==> config.mk <==
export PLATFORM = sky130hd
export DESIGN_NAME = hazard_unit
export DESIGN_NICKNAME = d
export VERILOG_FILES = /design/src/rtl/pipeline_pkg.sv /design/src/rtl/hazard_mdu_tracker.sv /design/src/rtl/hazard_unit.sv
export SDC_FILE = /design/constraint.sdc
export NUM_CORES = 1
export LEC_CHECK = 0
export BUFFER_PORTS_ARGS = -buffer_cell sky130_fd_sc_hd__buf_2
export CELL_PAD_IN_SITES_DETAIL_PLACEMENT = 2
export CELL_PAD_IN_SITES_GLOBAL_PLACEMENT = 2
export CORE_UTILIZATION = 19
export CTS_BUF_LIST = sky130_fd_sc_hd__clkbuf_8
export DETAILED_ROUTE_END_ITERATION = 8
export PLACE_DENSITY_LB_ADDON = 0.15
export SYNTH_ARGS = -nofsm -noshare
export SYNTH_HDL_FRONTEND = slang
export SYNTH_HIERARCHICAL = 1
export SYNTH_SLANG_ARGS = --single-unit
export TNS_END_PERCENT = 30
==> constraint.sdc <==
create_clock -name clk_i -period 1.65 [get_ports clk_i]
set_input_delay 0.165 -clock clk_i [delete_from_list [all_inputs] [get_ports clk_i]]
set_output_delay 0.165 -clock clk_i [all_outputs]
set_load 0.03 [all_outputs]
==> src/rtl/pipeline_pkg.sv <==
// Shared pipeline definitions: forwarding select encoding, the zero register, and the register-match rule.
package pipeline_pkg;

  typedef enum logic [1:0] {
    FWD_NONE = 2'b00,
    FWD_WB   = 2'b01,
    FWD_MEM  = 2'b10
  } fwd_sel_e;

  localparam logic [4:0] REG_ZERO = 5'd0;

  // Register 0 is hardwired, so it never carries a dependency.
  function automatic logic reg_match(input logic [4:0] a, input logic [4:0] b);
    return (a == b) && (a != REG_ZERO);
  endfunction

endpackage

==> src/rtl/hazard_mdu_tracker.sv <==
// MDU occupancy counter: loads MDU_CYCLES on a start from idle, then counts down to idle.
module hazard_mdu_tracker #(
  parameter int MDU_CYCLES = 32
) (
  input  logic clk_i,
  input  logic rst_ni,
  input  logic start_i,
  output logic busy_o
);

  logic [5:0] cnt_q, cnt_d;

  // A start while busy is dropped; the in-flight count runs to completion.
  always_comb begin
    cnt_d = cnt_q;
    if (cnt_q != 6'd0)  cnt_d = cnt_q - 6'd1;
    else if (start_i)   cnt_d = 6'(MDU_CYCLES);
  end

  always_ff @(posedge clk_i or negedge rst_ni) begin
    if (!rst_ni) cnt_q <= 6'd0;
    else         cnt_q <= cnt_d;
  end

  assign busy_o = (cnt_q != 6'd0);

endmodule

==> src/rtl/hazard_unit.sv <==
// Pipeline hazard controller: stall/flush/forward controls plus MDU occupancy.
// Optional saturating perf counters are built when HAZARD_PERF_CNT_EN is defined.
module hazard_unit
  import pipeline_pkg::*;
#(
  parameter int MDU_CYCLES = 32
) (
  input  logic        clk_i,
  input  logic        rst_ni,
  input  logic [4:0]  rs_d_i,
  input  logic [4:0]  rt_d_i,
  input  logic        branch_d_i,
  input  logic        pc_src_d_i,
  input  logic        hilo_read_d_i,
  input  logic        mdu_op_d_i,
  input  logic [4:0]  rs_e_i,
  input  logic [4:0]  rt_e_i,
  input  logic [4:0]  write_reg_e_i,
  input  logic        reg_write_e_i,
  input  logic        mem_to_reg_e_i,
  input  logic        mdu_start_e_i,
  input  logic [4:0]  write_reg_m_i,
  input  logic        reg_write_m_i,
  input  logic        mem_to_reg_m_i,
  input  logic [4:0]  write_reg_w_i,
  input  logic        reg_write_w_i,
  output logic        stall_f_o,
  output logic        stall_d_o,
  output logic        flush_d_o,
  output logic        flush_e_o,
  output logic        forward_a_d_o,
  output logic        forward_b_d_o,
  output fwd_sel_e    forward_a_e_o,
  output fwd_sel_e    forward_b_e_o,
  output logic        mdu_busy_o,
  output logic [31:0] stall_cycles_o,
  output logic [31:0] flush_cycles_o
);

  logic lu_stall, br_stall, mdu_stall, stall;

  hazard_mdu_tracker #(.MDU_CYCLES(MDU_CYCLES)) u_mdu (
    .clk_i   (clk_i),
    .rst_ni  (rst_ni),
    .start_i (mdu_start_e_i),
    .busy_o  (mdu_busy_o)
  );

  function automatic fwd_sel_e fwd_e(input logic [4:0] src);
    if (reg_write_m_i && reg_match(write_reg_m_i, src))      return FWD_MEM;
    else if (reg_write_w_i && reg_match(write_reg_w_i, src)) return FWD_WB;
    else                                                     return FWD_NONE;
  endfunction

  always_comb begin
    forward_a_e_o = fwd_e(rs_e_i);
    forward_b_e_o = fwd_e(rt_e_i);
    forward_a_d_o = reg_write_m_i && reg_match(write_reg_m_i, rs_d_i);
    forward_b_d_o = reg_write_m_i && reg_match(write_reg_m_i, rt_d_i);

    lu_stall = mem_to_reg_e_i &&
               (reg_match(write_reg_e_i, rs_d_i) || reg_match(write_reg_e_i, rt_d_i));
    // The D comparator can take an ALU result from M but not a load still in M.
    br_stall = branch_d_i &&
               ((reg_write_e_i  && (reg_match(write_reg_e_i, rs_d_i) || reg_match(write_reg_e_i, rt_d_i))) ||
                (mem_to_reg_m_i && (reg_match(write_reg_m_i, rs_d_i) || reg_match(write_reg_m_i, rt_d_i))));
    mdu_stall = (hilo_read_d_i || mdu_op_d_i) && (mdu_busy_o || mdu_start_e_i);
    stall     = lu_stall || br_stall || mdu_stall;

    stall_f_o = stall;
    stall_d_o = stall;
    flush_e_o = stall;
    flush_d_o = pc_src_d_i && !stall;
  end

`ifdef HAZARD_PERF_CNT_EN
  logic [31:0] stall_cnt_q, stall_cnt_d;
  logic [31:0] flush_cnt_q, flush_cnt_d;

  always_comb begin
    stall_cnt_d = stall_cnt_q;
    flush_cnt_d = flush_cnt_q;
    if (stall     && (stall_cnt_q != 32'hFFFF_FFFF)) stall_cnt_d = stall_cnt_q + 32'd1;
    if (flush_d_o && (flush_cnt_q != 32'hFFFF_FFFF)) flush_cnt_d = flush_cnt_q + 32'd1;
  end

  always_ff @(posedge clk_i or negedge rst_ni) begin
    if (!rst_ni) begin
      stall_cnt_q <= 32'd0;
      flush_cnt_q <= 32'd0;
    end else begin
      stall_cnt_q <= stall_cnt_d;
      flush_cnt_q <= flush_cnt_d;
    end
  end

  assign stall_cycles_o = stall_cnt_q;
  assign flush_cycles_o = flush_cnt_q;
`else
  assign stall_cycles_o = 32'd0;
  assign flush_cycles_o = 32'd0;
`endif

endmodule

==> After elaboration in Yosys (flattened, before gate mapping) <==
Index checks and enable logic that the tools add are counted.
{ "classes": {"reduce_logical": 33, "mux": 6, "add_sub_neg": 1, "n_eq_ne": 8} }
{ "op_table": {"columns": ["cell", "count"], "rows": [
  ["5-bit == test", 8],
  ["1-bit logical AND", 20],
  ["5-bit nonzero test", 3],
  ["6-bit 2-to-1 mux", 2],
  ["1-bit logical OR", 7],
  ["6-bit nonzero test", 1],
  ["6-bit by 1-bit subtractor with 6-bit output, second input constant", 1],
  ["2-bit 2-to-1 mux", 2],
  ["1-bit 2-to-1 mux", 2],
  ["2-bit nonzero test", 1],
  ["1-bit logical NOT", 1]
]} }
{ "totals": {"in_bits": 47, "regBits": 6, "word_cells": 49} }

==> Logic depth before layout (Yosys ltp) <==
Gate-level depths: netlist (run 1).
{ "depth": {"word_depth": 10, "mapped_depth": 7, "ltp_nobuf": 6} }

==> Hierarchy <==
The synthesis (run 1) kept the hierarchy.
{ "modules_own_cells": {"columns": ["mod", "cells_each", "instances", "area_each_um2"], "rows": [
  ["hazard_unit", 146, 1, 1079.8],
  ["hazard_mdu_tracker", 30, 1, 320.3]
]} }

==> Worst setup path before layout (run 1) <==
Ideal clock, no wire load.
{ "synth_path": {"path_type": "input to output", "startpoint": "input write_reg_m_i[1]", "endpoint": "output forward_b_e_o[0]", "cell_stages": 5, "slack_ns": -0.473, "arrival_time_ns": 1.958, "required_ns": 1.485, "path_cell_list": "buf_2 > xnor2_1 > nand3_1 > nor4_1 > nor4_2"} }
{ "synth_between": {"elab_chain_len": 4, "word_cells_on_any_way": 5, "cone_classes": "eq/ne: 1; mux: 1; reduce/logical: 3"} }
{ "synth_lines": {"columns": ["element", "line_no", "source"], "rows": [
  ["start: declaration", "hazard_unit.sv:22", "input logic [4:0] write_reg_m_i,"],
  ["5-bit == test / 5-bit nonzero test (equally long branches)", "pipeline_pkg.sv:14", "return (a == b) && (a != REG_ZERO);"],
  ["1-bit logical AND (*)", "pipeline_pkg.sv:14", null],
  ["1-bit logical AND (*)", "hazard_unit.sv:50", "if (reg_write_m_i && reg_match(write_reg_m_i, src)) return FWD_MEM;"],
  ["2-bit 2-to-1 mux (*)", "hazard_unit.sv:50", null],
  ["end: declaration", "hazard_unit.sv:34", "output fwd_sel_e forward_b_e_o,"]
]} }
Mark *: on every way between the ends. The rest lies on a longest branch, timed or not.

==> Worst setup path in the final report (run 1) <==
{ "layout_path": {"startpoint": "register u_mdu.cnt_q[1]", "endpoint": "output flush_d_o"} }
{ "layout_between": {"elab_chain_len": 6} }
{ "layout_lines": {"columns": ["element", "line_no", "source"], "rows": [
  ["start: declaration", "hazard_mdu_tracker.sv:11", "logic [5:0] cnt_q, cnt_d;"],
  ["start signal: assignment", "hazard_mdu_tracker.sv:22", "else cnt_q <= cnt_d;"],
  ["6-bit nonzero test", "hazard_mdu_tracker.sv:25", "assign busy_o = (cnt_q != 6'd0);"],
  ["1-bit logical OR", "hazard_unit.sv:67", "mdu_stall = (hilo_read_d_i || mdu_op_d_i) && (mdu_busy_o || mdu_start_e_i);"],
  ["1-bit logical AND", "hazard_unit.sv:67", null],
  ["1-bit logical OR", "hazard_unit.sv:68", "stall = lu_stall || br_stall || mdu_stall;"],
  ["1-bit logical NOT", "hazard_unit.sv:73", "flush_d_o = pc_src_d_i && !stall;"],
  ["1-bit logical AND", "hazard_unit.sv:73", null],
  ["end: declaration", "hazard_unit.sv:29", "output logic flush_d_o,"]
]} }
Every way passes these cells.

==> reports/qor.csv, run 1 <==
stage,metric,value,unit
job,maxCapViolations,0,
timing,clock.fmax,0.596,GHz
clocking,clk_latency,0.22,ns
worst_setup_path,critPathKind,reg2out,
route,dr.pass1.iters,2,
worst_setup_path,worstPathMaxFanout,2,
final_layout,antenna_cells,0,
global_routing,grt_pass1_wl,5880,um
clocking,cts_tree,built,
route,drtIter0Drc,10,
power,power_leakage,0.853,nW
worst_setup_path,worstPathRequired,1.48,ns
floorplanning,die_h,87.8,um
timing,setup_violations,1,
route,vias,1145,
global_routing,grt_pass1_vias,1232,
logic_synthesis,synth-main-ff-cell,dfrtp_1,
logic_synthesis,synth.most_common_cell,buf_4,
final_layout,nets,288,
timing,tns,-0.0286,ns
logic_synthesis,synth_edf_count,0,
floorplanning,core,6940,um^2
clocking,cts_buffers,3,
logic_synthesis,ys_types,27,
worst_setup_path,worstPathArrival,1.51,ns
logic_synthesis,synth_seq_area_share,10.7,%
power,comb_power_share,63.5,%
logic_synthesis,synthCells,176,
placed_design,dp_hpwl,3620,um
timing,worst_slack,-0.0286,ns
floorplanning,start_util,20.2,%
floorplanning,io_pins,122,
worst_setup_path,crit_path_start_kind,register,
power,internal-power,0.743,mW
timing,rsz0062_at_grt,yes,
floorplanning,die_w,87.8,um
route,drc,0,
route,drt-vias-per-instance,3.43,
route,avgRoutedWirePerCell,11.8,um
min_path,holdCritPathClass,in2reg,
timing,finalHoldViolations,0,
final_layout,top_register,u_mdu/cnt_q,
logic_synthesis,avgSynthCellArea,7.96,um^2
timing,fin_crit_sh,102,%
placed_design,placed_area,1610,um^2
power,swShare,48.9,%
timing,fin_crit,1.68,ns
power,power_switching,0.710,mW
clocking,clk_path_buf_depth,2,
floorplanning,fp-row-count,30,
clocking,cts.reportedPaths.clkPinSlew,0.04,ns
global_routing,antenna_found_initial,0,
power,seqPwrFrac,21.7,%
logic_synthesis,syn-cell-area,1400,um^2
clocking,clock_sinks,6,
global_routing,overflow,0,
final_layout,largestRegisters,u_mdu/cnt_q x6,
global_routing,grt_max_degree,7,
route,final_antenna_net_count,0,
route,routed_wl,3940,um
logic_synthesis,synth_top_cell_by_area,buf_4,
timing,clock_skew,0.00306,ns
timing,slew_viol_final,0,
logic_synthesis,synth_top_cells_by_area,"buf_4, xor2_1, dfrtp_1",
logic_synthesis,synth_top_cells_by_count,"buf_4, xor2_1, xnor2_1",
timing,hold_slack,0.292,ns
run_status,status,finished with violations,
placed_design,portBuffers,57,
logic_synthesis,ys_ff_latch,6,
clocking,ctsHtreeMaxLevel,1,
power,ir_drop,0.797,mV
final_layout,drive_gt1_share,34.5,%
global_routing,grt_usage,9.94,%
power,total_power,1.45,mW
worst_setup_path,cp-end-kind,primary output,
power,p_clk_share,14.8,%
logic_synthesis,async_reset_ff_share,100,%
final_layout,largest_reg_flops,6,
final_layout,areaGrowthSynthToFinish,20.9,%
floorplanning,fp.dieArea,7720,um^2
placed_design,gp_congestion,0.745,
logic_synthesis,yosysWarnings,6,
final_layout,num-fill-cells,864,
power,p_per_area,858,nW/um^2
logic_synthesis,synth_top_area_share,37.5,%
clocking,cts-root-buf,clkbuf_8,
run_status,violations,negative setup slack,
final_layout,final_cell_area,1690,um^2
==> critical path, stage by stage, from the launching register on <==
cell     delay (ns)
dfrtp_1        0.37
inv_1          0.06
ha_2           0.17
nor2b_4        0.17
nand2_4        0.07
o22ai_4        0.12
and4_1         0.21
buf_6          0.13
==> stage by stage <==
stage | std cells | setup WS, ns | utilization (%)
6_report | 334 | -0.0286 | 24.4
5_1_grt | 334 | -0.131 | 24.4
4_1_cts | 334 | -0.0583 | 24.3
3_5_place_dp | 329 | -0.0116 | 23.1
3_3_place_gp | 329 | -0.0775 | 23.1
2_1_floorplan | 239 | -0.0584 | -
==> layer usage <==
metal / track usage, % / vias up / share of wire (%)
li1: - / 567 / -
met4: 0.894 / 0 / 0
met1: 12.2 / 507 / 42
met2: 18.0 / 71 / 49
met5: 0 / - / 0
met3: 2.64 / 0 / 9.9
==> kinds of logic after synthesis <==
family                     synth area share, %
AOI/OAI and AO/OA                         4.47
xor gates and xnor gates                  25.6
adders and majority gates                0.894
buffers and inverters                     38.4
DFF                                       10.7
muxes                                     1.43
other                                    0.268
and+or+nand+nor                           18.1
==> final timing paths <==
kind	cells after the start	endpoint	startpoint	slack, ns
max in group asynchronous	2	u_mdu/cnt_q[4]	rst_ni	1.19
min	3	u_mdu/cnt_q[0]	mdu_start_e_i	0.29
max reg2reg	6	u_mdu/cnt_q[1]	u_mdu/cnt_q[1]	0.43
min in group asynchronous	2	u_mdu/cnt_q[5]	rst_ni	0.31
max	7	flush_d_o	u_mdu/cnt_q[1]	-0.03
min reg2reg	2	u_mdu/cnt_q[0]	u_mdu/cnt_q[0]	0.58
==> placed cells by master, fill, tap and decap left out, drive strengths merged <==
master,netlist,routed
a21o,1,1
a21oi,3,3
and4,1,1
buf,71,66
clkbuf,0,3
conb,1,64
dfrtp,6,6
dlygate4sd3,0,1
ha,1,1
inv,2,2
mux2i,2,2
nand2,5,5
nand2b,4,4
nand3,9,9
nor2,6,6
nor2b,1,1
nor3,8,8
nor4,4,4
o21ai,5,5
o22ai,1,1
o2bb2ai,1,1
or4,3,3
xnor2,17,17
xor2,24,24
==> what timing repair did <==
action,CTS,global route
pin swaps,2,0
buffers inserted,1,0
gates resized for setup,6,2
hold buffers,1,0
endpoints found under the setup margin,6,6
endpoints found under the hold margin,6,0
==> layout make-up <==
class                   count  area, um^2  area share, %
inverters                   2        7.51          0.443
flip-flops and latches      6         150           8.87
multi-input cells         160        1000           59.1
clock buffers               3        41.3           2.44
repair buffers             67         374           22.1
well taps                  96         120           7.10
==> power by group through the flow <==
stage	Sequential, mW	Clock, mW	Combinational [mW]
2_1_floorplan	0.320	0	0.735
3_3_place_gp	0.313	0	0.877
3_5_place_dp	0.316	0	0.892
4_1_cts	0.315	0.224	0.933
5_1_grt	0.328	0.238	1.01
6_report	0.315	0.215	0.923
(Power assumes the default switching activity.)
==> run 2, diff against run 1 <==
--- a/config.mk
+++ b/config.mk
@@ -11,7 +11,7 @@
 export CORE_UTILIZATION = 19
 export CTS_BUF_LIST = sky130_fd_sc_hd__clkbuf_8
 export DETAILED_ROUTE_END_ITERATION = 8
-export PLACE_DENSITY_LB_ADDON = 0.15
+export PLACE_DENSITY = 0.93
 export SYNTH_ARGS = -nofsm -noshare
 export SYNTH_HDL_FRONTEND = slang
 export SYNTH_HIERARCHICAL = 1
==> run 2 against run 1 <==
The run still ends with negative setup slack left. Hold slack lost 0.0066 ns. Total power grew 4.4%. Sequential cell count stayed put. Clock skew increased by 0.0016 ns. Design area fell by 0.67%. Largest cell class unchanged.
==> reports/qor.csv, run 2 (synthesized netlist as in run 1, its figures left out) <==
stage,metric,value,unit,change
run_status,status,finished with violations,,unchanged
run_status,violations,negative setup slack,,unchanged
worst_setup_path,crit_path_start_kind,register,,unchanged
timing,fin_crit_sh,104,%,was 102%
floorplanning,io_pins,122,,unchanged
timing,fin_crit,1.71,ns,was 1.68 ns
final_layout,nets,286,,was 288
clocking,cts.reportedPaths.clkPinSlew,0.04,ns,about the same
floorplanning,die_w,87.8,um,unchanged
final_layout,final_cell_area,1680,um^2,was 1690 um^2
final_layout,final_cell_mix,"conb_1, buf_2, xor2_1",,unchanged
power,power_switching,0.749,mW,was 0.710 mW
worst_setup_path,worstPathArrival,1.55,ns,was 1.51 ns
clocking,cts_tree,built,,unchanged
power,comb_power_share,63.9,%,was 63.5%
worst_setup_path,critPathBufInv,2,,unchanged
timing,finalHoldViolations,0,,unchanged
power,swShare,49.4,%,was 48.9%
route,drc,0,,unchanged
placed_design,placed_area,1560,um^2,was 1610 um^2
placed_design,placed_cells,323,,was 329
clocking,ctsHtreeMaxLevel,1,,unchanged
min_path,holdCritPathClass,in2async,,was in2reg
timing,rsz0062_at_grt,yes,,unchanged
clocking,clock_sinks,6,,unchanged
worst_setup_path,cp-end-kind,primary output,,unchanged
worst_setup_path,worstPathMaxFanout,2,,unchanged
worst_setup_path,crit_family,simple AND/OR/NAND/NOR gates,,unchanged
power,power_leakage,0.846,nW,was 0.853 nW
floorplanning,die_h,87.8,um,unchanged
floorplanning,fp-row-count,30,,unchanged
clocking,clk_latency,0.23,ns,was 0.22 ns
power,total_power,1.52,mW,was 1.45 mW
power,p_clk_share,14.9,%,was 14.8%
final_layout,largestRegisters,u_mdu/cnt_q x6,,unchanged
timing,slew_viol_final,0,,unchanged
power,internal-power,0.767,mW,was 0.743 mW
power,p_per_area,902,nW/um^2,was 858 nW/um^2
final_layout,top_register,u_mdu/cnt_q,,unchanged
final_layout,layout.cells.non_filler,332,,was 334
final_layout,antenna_cells,0,,unchanged
worst_setup_path,critPathKind,reg2out,,unchanged
worst_setup_path,rrSetupSlack,0.36,ns,was 0.43 ns
worst_setup_path,worstPathRequired,1.48,ns,about the same
clocking,cts-root-buf,clkbuf_8,,unchanged
floorplanning,fp.dieArea,7720,um^2,unchanged
route,vias,1185,,was 1145
floorplanning,core,6940,um^2,unchanged
final_layout,areaGrowthSynthToFinish,20.1,%,was 20.9%
timing,hold_slack,0.285,ns,was 0.292 ns
route,dr.pass1.iters,2,,unchanged
timing,worst_slack,-0.0636,ns,was -0.0286 ns
global_routing,antenna_found_initial,0,,unchanged
floorplanning,start_util,20.2,%,unchanged
global_routing,grt_pass1_vias,1238,,was 1232
placed_design,pre_cts_ws,0.00300,ns,was -0.0116 ns
global_routing,overflow,0,,unchanged
final_layout,final_util,24.2,%,was 24.4%
route,routed_wl,4250,um,was 3940 um
job,maxCapViolations,0,,unchanged
timing,tns,-0.0650,ns,was -0.0286 ns
placed_design,dp_hpwl,3770,um,was 3620 um
worst_setup_path,slowest_stage,dfrtp_1,,unchanged
worst_setup_path,slowest_delay,0.39,ns,was 0.37 ns
worst_setup_path,worstPathCellList,inv_2 -> ha_4 -> nor2b_4 -> nand2_4 -> o22ai_4 -> and4_1 -> buf_6,,was inv_1 -> ha_2 -> nor2b_4 -> nand2_4 -> o22ai_4 -> and4_1 -> buf_6
global_routing,grt_usage,10.6,%,was 9.94%
clocking,cts_buffers,3,,unchanged
route,drt-vias-per-instance,3.57,,was 3.43
final_layout,final_common_cell,conb_1,,unchanged
route,final_antenna_net_count,0,,unchanged
placed_design,gp_congestion,0.734,,was 0.745
power,seqPwrFrac,21.2,%,was 21.7%
timing,clock_skew,0.00469,ns,was 0.00306 ns
global_routing,grt_pass1_wl,6240,um,was 5880 um
route,drtIter0Drc,11,,was 10
final_layout,num-fill-cells,842,,was 864
route,avgRoutedWirePerCell,12.8,um,was 11.8 um
power,ir_drop,0.505,mV,was 0.797 mV
timing,clock.fmax,0.584,GHz,was 0.596 GHz
final_layout,drive_gt1_share,33.5,%,was 34.5%
global_routing,grt_max_degree,7,,unchanged
timing,setup_violations,2,,was 1
placed_design,portBuffers,57,,unchanged
final_layout,largest_reg_flops,6,,unchanged
clocking,clk_path_buf_depth,2,,unchanged
-- run 2: cell type report --
| class | count | area (um^2) | share of cell area, % |
|---|---|---|---|
| Inverter | 2 | 7.51 | 0.446 |
| Tap cell | 96 | 120 | 7.14 |
| Timing Repair Buffer | 65 | 360 | 21.4 |
| Sequential cell | 6 | 150 | 8.93 |
| Clock buffer | 3 | 41.3 | 2.46 |
| Multi-Input combinational cell | 160 | 1000 | 59.6 |
-- run 2: per-layer routing --
layer / routed length (um) / vias to the layer above / GRT usage [%]
met5: 0 / - / 0
met4: 36 / 0 / 2.68
met3: 362 / 4 / 2.45
met2: 2430 / 66 / 22.1
met1: 1420 / 552 / 10.2
li1: - / 563 / -
-- run 2: path summary, 6_finish.rpt --
check	end	start	cells after the start
max in group asynchronous	u_mdu/cnt_q[3]	rst_ni	2
min in group clk_i	u_mdu/cnt_q[1]	mdu_start_e_i	3
worst min-delay path	u_mdu/cnt_q[4]	rst_ni	2
worst max register to register	u_mdu/cnt_q[5]	u_mdu/cnt_q[0]	7
worst min register to register	u_mdu/cnt_q[4]	u_mdu/cnt_q[5]	2
worst max-delay path	flush_d_o	u_mdu/cnt_q[0]	7
-- run 2: power groups by stage --
stage / Combinational, mW / Sequential (mW) / Clock [mW]
after floorplan: 0.735 / 0.320 / 0
after global placement: 0.804 / 0.308 / 0
after detailed placement: 0.844 / 0.324 / 0
after CTS: 0.907 / 0.322 / 0.230
after global routing: 1.06 / 0.334 / 0.239
final: 0.969 / 0.322 / 0.226
-- run 2: worst reg2reg max path, delay by kind of cell (launching register included) --
| kind | cells | cell delay [ns] |
|---|---|---|
| AO/OA/AOI/OAI | 1 | 0.09 |
| flip-flops | 1 | 0.37 |
| buffers and inverters | 3 | 0.34 |
| AND/OR/NAND/NOR | 2 | 0.23 |
| adder cells (fa/ha/maj) | 1 | 0.15 |
-- run 2: what timing repair did --
action,in CTS,in global routing
pin swaps,3,3
hold endpoints to repair,6,0
gates resized for setup,4,5
setup endpoints to repair,4,7
hold buffers,1,0
setup buffers,3,2
==> run 3, diff against run 2 <==
--- a/config.mk
+++ b/config.mk
@@ -11,9 +11,8 @@
 export CORE_UTILIZATION = 19
 export CTS_BUF_LIST = sky130_fd_sc_hd__clkbuf_8
 export DETAILED_ROUTE_END_ITERATION = 8
-export PLACE_DENSITY = 0.93
+export PLACE_DENSITY = 0.94
 export SYNTH_ARGS = -nofsm -noshare
 export SYNTH_HDL_FRONTEND = slang
-export SYNTH_HIERARCHICAL = 1
 export SYNTH_SLANG_ARGS = --single-unit
 export TNS_END_PERCENT = 30
==> run 3 against run 2 <==
The flow still finishes with violations (negative setup slack). Hold slack improved by 0.014 ns. Count of clock-buffer cells in the layout did not move. Combinational power about the same. Clock skew grew 0.0011 ns. Highest routed layer unchanged.
==> reports/qor.csv, run 3 <==
stage,metric,value,unit,change
final_layout,largestRegisters,u_mdu.cnt_q x6,,was u_mdu/cnt_q x6
worst_setup_path,crit_cells,6,,was 7
logic_synthesis,synth_seq_area_share,10.8,%,was 10.7%
placed_design,portBuffers,57,,unchanged
power,power_leakage,0.873,nW,was 0.846 nW
clocking,clk_latency,0.23,ns,about the same
global_routing,grt_pass1_wl,7170,um,was 6240 um
global_routing,grt_usage,12.4,%,was 10.6%
global_routing,grt_max_degree,7,,unchanged
floorplanning,die_w,87.3,um,was 87.8 um
final_layout,largest_reg_flops,6,,unchanged
placed_design,dp_hpwl,4150,um,was 3770 um
route,avgRoutedWirePerCell,14.1,um,was 12.8 um
final_layout,layout.cells.non_filler,344,,was 332
timing,setup_violations,5,,was 2
clocking,clock_sinks,6,,unchanged
final_layout,drive_gt1_share,36.3,%,was 33.5%
placed_design,pre_cts_ws,-0.00726,ns,was 0.00300 ns
worst_setup_path,cp-startpoint,u_mdu.cnt_q[4],,was u_mdu/cnt_q[0]
timing,clock.fmax,0.559,GHz,was 0.584 GHz
placed_design,placed_cells,334,,was 323
floorplanning,core,6910,um^2,was 6940 um^2
clocking,clk_path_buf_depth,2,,unchanged
power,swShare,49.4,%,about the same
logic_synthesis,synth_edf_count,0,,unchanged
floorplanning,start_util,20.0,%,was 20.2%
worst_setup_path,worstPathArrival,1.62,ns,was 1.55 ns
global_routing,grt_pass1_vias,1391,,was 1238
route,drt-vias-per-instance,3.62,,was 3.57
worst_setup_path,slowest_stage,dfrtp_1,,unchanged
worst_setup_path,crit_path_end,flush_d_o,,unchanged
clocking,cts-root-buf,clkbuf_8,,unchanged
worst_setup_path,worstPathRequired,1.48,ns,about the same
logic_synthesis,synth_top_cells_by_area,"buf_4, xor2_1, xnor2_1",,"was buf_4, xor2_1, dfrtp_1"
route,dr.pass1.iters,4,,was 2
power,internal-power,0.776,mW,was 0.767 mW
worst_setup_path,crit_family,simple AND/OR/NAND/NOR gates,,unchanged
worst_setup_path,critPathKind,reg2out,,unchanged
floorplanning,die_h,87.3,um,was 87.8 um
worst_setup_path,timing.rr.start,u_mdu.cnt_q[4],,was u_mdu/cnt_q[0]
timing,worst_slack,-0.139,ns,was -0.0636 ns
power,comb_power_share,65.3,%,was 63.9%
worst_setup_path,crit_path_start_kind,register,,unchanged
worst_setup_path,worstPathCellList,nor3_2 -> and3b_2 -> inv_2 -> o22ai_4 -> and4_4 -> buf_6,,was inv_2 -> ha_4 -> nor2b_4 -> nand2_4 -> o22ai_4 -> and4_1 -> buf_6
timing,fin_crit_sh,108,%,was 104%
timing,finalHoldViolations,0,,unchanged
logic_synthesis,ys_types,28,,was 27
final_layout,areaGrowthSynthToFinish,27.5,%,was 20.1%
floorplanning,fp.dieArea,7630,um^2,was 7720 um^2
global_routing,antenna_found_initial,0,,unchanged
route,drc,0,,unchanged
power,power_switching,0.757,mW,was 0.749 mW
final_layout,final_cell_mix,"conb_1, buf_2, xor2_1",,unchanged
route,routed_wl,4840,um,was 4250 um
route,drtIter0Drc,12,,was 11
power,p_per_area,869,nW/um^2,was 902 nW/um^2
worst_setup_path,critPathBufInv,2,,unchanged
timing,slew_viol_final,0,,unchanged
run_status,status,finished with violations,,unchanged
power,p_clk_share,15.5,%,was 14.9%
logic_synthesis,async_reset_ff_share,100,%,unchanged
floorplanning,fp-row-count,30,,unchanged
logic_synthesis,synth_top_cells_by_count,"buf_4, xor2_1, xnor2_1",,unchanged
clocking,cts.reportedPaths.clkPinSlew,0.04,ns,about the same
logic_synthesis,synth_top_area_share,38.0,%,was 37.5%
final_layout,top_register,u_mdu.cnt_q,,was u_mdu/cnt_q
worst_setup_path,r2r_end,u_mdu.cnt_q[0],,was u_mdu/cnt_q[5]
worst_setup_path,rr_worst_depth,7,,unchanged
logic_synthesis,synth.most_common_cell,buf_4,,unchanged
route,final_antenna_net_count,0,,unchanged
power,ir_drop,0.252,mV,was 0.505 mV
logic_synthesis,syn-cell-area,1380,um^2,was 1400 um^2
floorplanning,io_pins,122,,unchanged
timing,fin_crit,1.79,ns,was 1.71 ns
final_layout,antenna_cells,0,,unchanged
worst_setup_path,cp-end-kind,primary output,,unchanged
worst_setup_path,worstPathMaxFanout,3,,was 2
logic_synthesis,avgSynthCellArea,7.73,um^2,was 7.96 um^2
power,seqPwrFrac,19.1,%,was 21.2%
logic_synthesis,ys_ff_latch,6,,unchanged
logic_synthesis,synth-main-ff-cell,dfrtp_1,,unchanged
run_status,violations,negative setup slack,,unchanged
clocking,ctsHtreeMaxLevel,1,,unchanged
logic_synthesis,synth_top_cell_by_area,buf_4,,unchanged
logic_synthesis,yosysWarnings,0,,was 6
min_path,holdCritPathClass,in2async,,unchanged
clocking,cts_buffers,3,,unchanged
final_layout,nets,298,,was 286
logic_synthesis,synthCells,179,,was 176
timing,clock_skew,0.00580,ns,was 0.00469 ns
worst_setup_path,rrSetupSlack,0.01,ns,was 0.36 ns
route,vias,1244,,was 1185
global_routing,overflow,0,,unchanged
clocking,cts_tree,built,,unchanged
worst_setup_path,slowest_delay,0.40,ns,was 0.39 ns
timing,rsz0062_at_grt,yes,,unchanged
placed_design,gp_congestion,0.787,,was 0.734
final_layout,final_common_cell,conb_1,,unchanged
job,maxCapViolations,0,,unchanged
-- run 3: cell types whose count changed in the layout (fill, tap and decap cells not counted), sizes merged, moves of 2 or more --
| cell | before | now |
|---|---|---|
| mux2i | 2 | 0 |
| nand2b | 4 | 1 |
| nor2 | 6 | 8 |
| buf | 64 | 73 |
-- run 3: timing repair --
item | in CTS | in global routing
pin swaps | 3 | 2
endpoints found under the setup margin | 4 | 7
hold buffers | 1 | 0
endpoints found under the hold margin | 6 | 0
buffers inserted | 3 | 3
gates resized for setup | 12 | 7
-- run 3: layout make-up --
cell class,instances,area (um^2)
inverter,3,11.3
tap,96,120
clock buffer,3,41.3
timing repair buffer,74,447
multi-input combinational,162,995
fill,871,5140
sequential,6,150
-- run 3: metal layers --
metal | GRT usage (%) | vias up | wire length [um]
met5 | 0 | - | 0
met4 | 2.98 | 0 | 40
met3 | 2.37 | 5 | 326
met2 | 24.4 | 64 | 2650
met1 | 13.5 | 585 | 1820
li1 | - | 590 | -
-- run 3: kinds of logic after synthesis --
family	synth area share, %
compound gates	5.15
fa+ha+maj	0.904
xor+xnor	26.6
other cells	0.271
buf+inv	39.1
simple gates	17.1
flops	10.8
-- run 3: worst min path at each step --
stage               cells after the start              to  slack (ns)
floorplan                               0  u_mdu.cnt_q[0]       -0.13
global placement                        1  u_mdu.cnt_q[4]      -0.006
detailed placement                      1  u_mdu.cnt_q[4]       0.008
CTS                                     3  u_mdu.cnt_q[1]        0.26
global route                            3  u_mdu.cnt_q[1]        0.31
finish                                  2  u_mdu.cnt_q[5]        0.30
-- run 3: power by group through the flow --
| stage | Sequential, mW | Clock, mW | Combinational [mW] |
|---|---|---|---|
| after global placement | 0.282 | 0 | 0.787 |
| after global routing | 0.299 | 0.251 | 1.09 |
| final | 0.293 | 0.238 | 1.00 |
| after floorplan | 0.290 | 0 | 0.674 |
| after detailed placement | 0.291 | 0 | 0.849 |
| after CTS | 0.294 | 0.241 | 0.908 |
-- run 3: through the flow --
stage	power, mW	hold slack, ns	instance area (um^2)	utilization, %	setup TNS (ns)
4_1_cts	1.44	0.260	1710	24.7	-0.476
5_1_grt	1.64	0.310	1760	25.5	-0.923
2_1_floorplan	0.963	-0.131	1660	-	-0.270
3_3_place_gp	1.07	-0.00586	1600	23.2	0
6_report	1.53	0.299	1760	25.5	-0.540
3_5_place_dp	1.14	0.00828	1600	23.2	-0.00726
-- run 3: worst register-to-register path, delay by kind of cell, from the launching register on --
family,cells,cell delay [ns]
AOI/OAI and AO/OA,1,0.09
buffers and inverters,3,0.30
DFF,1,0.40
and+or+nand+nor,3,0.74
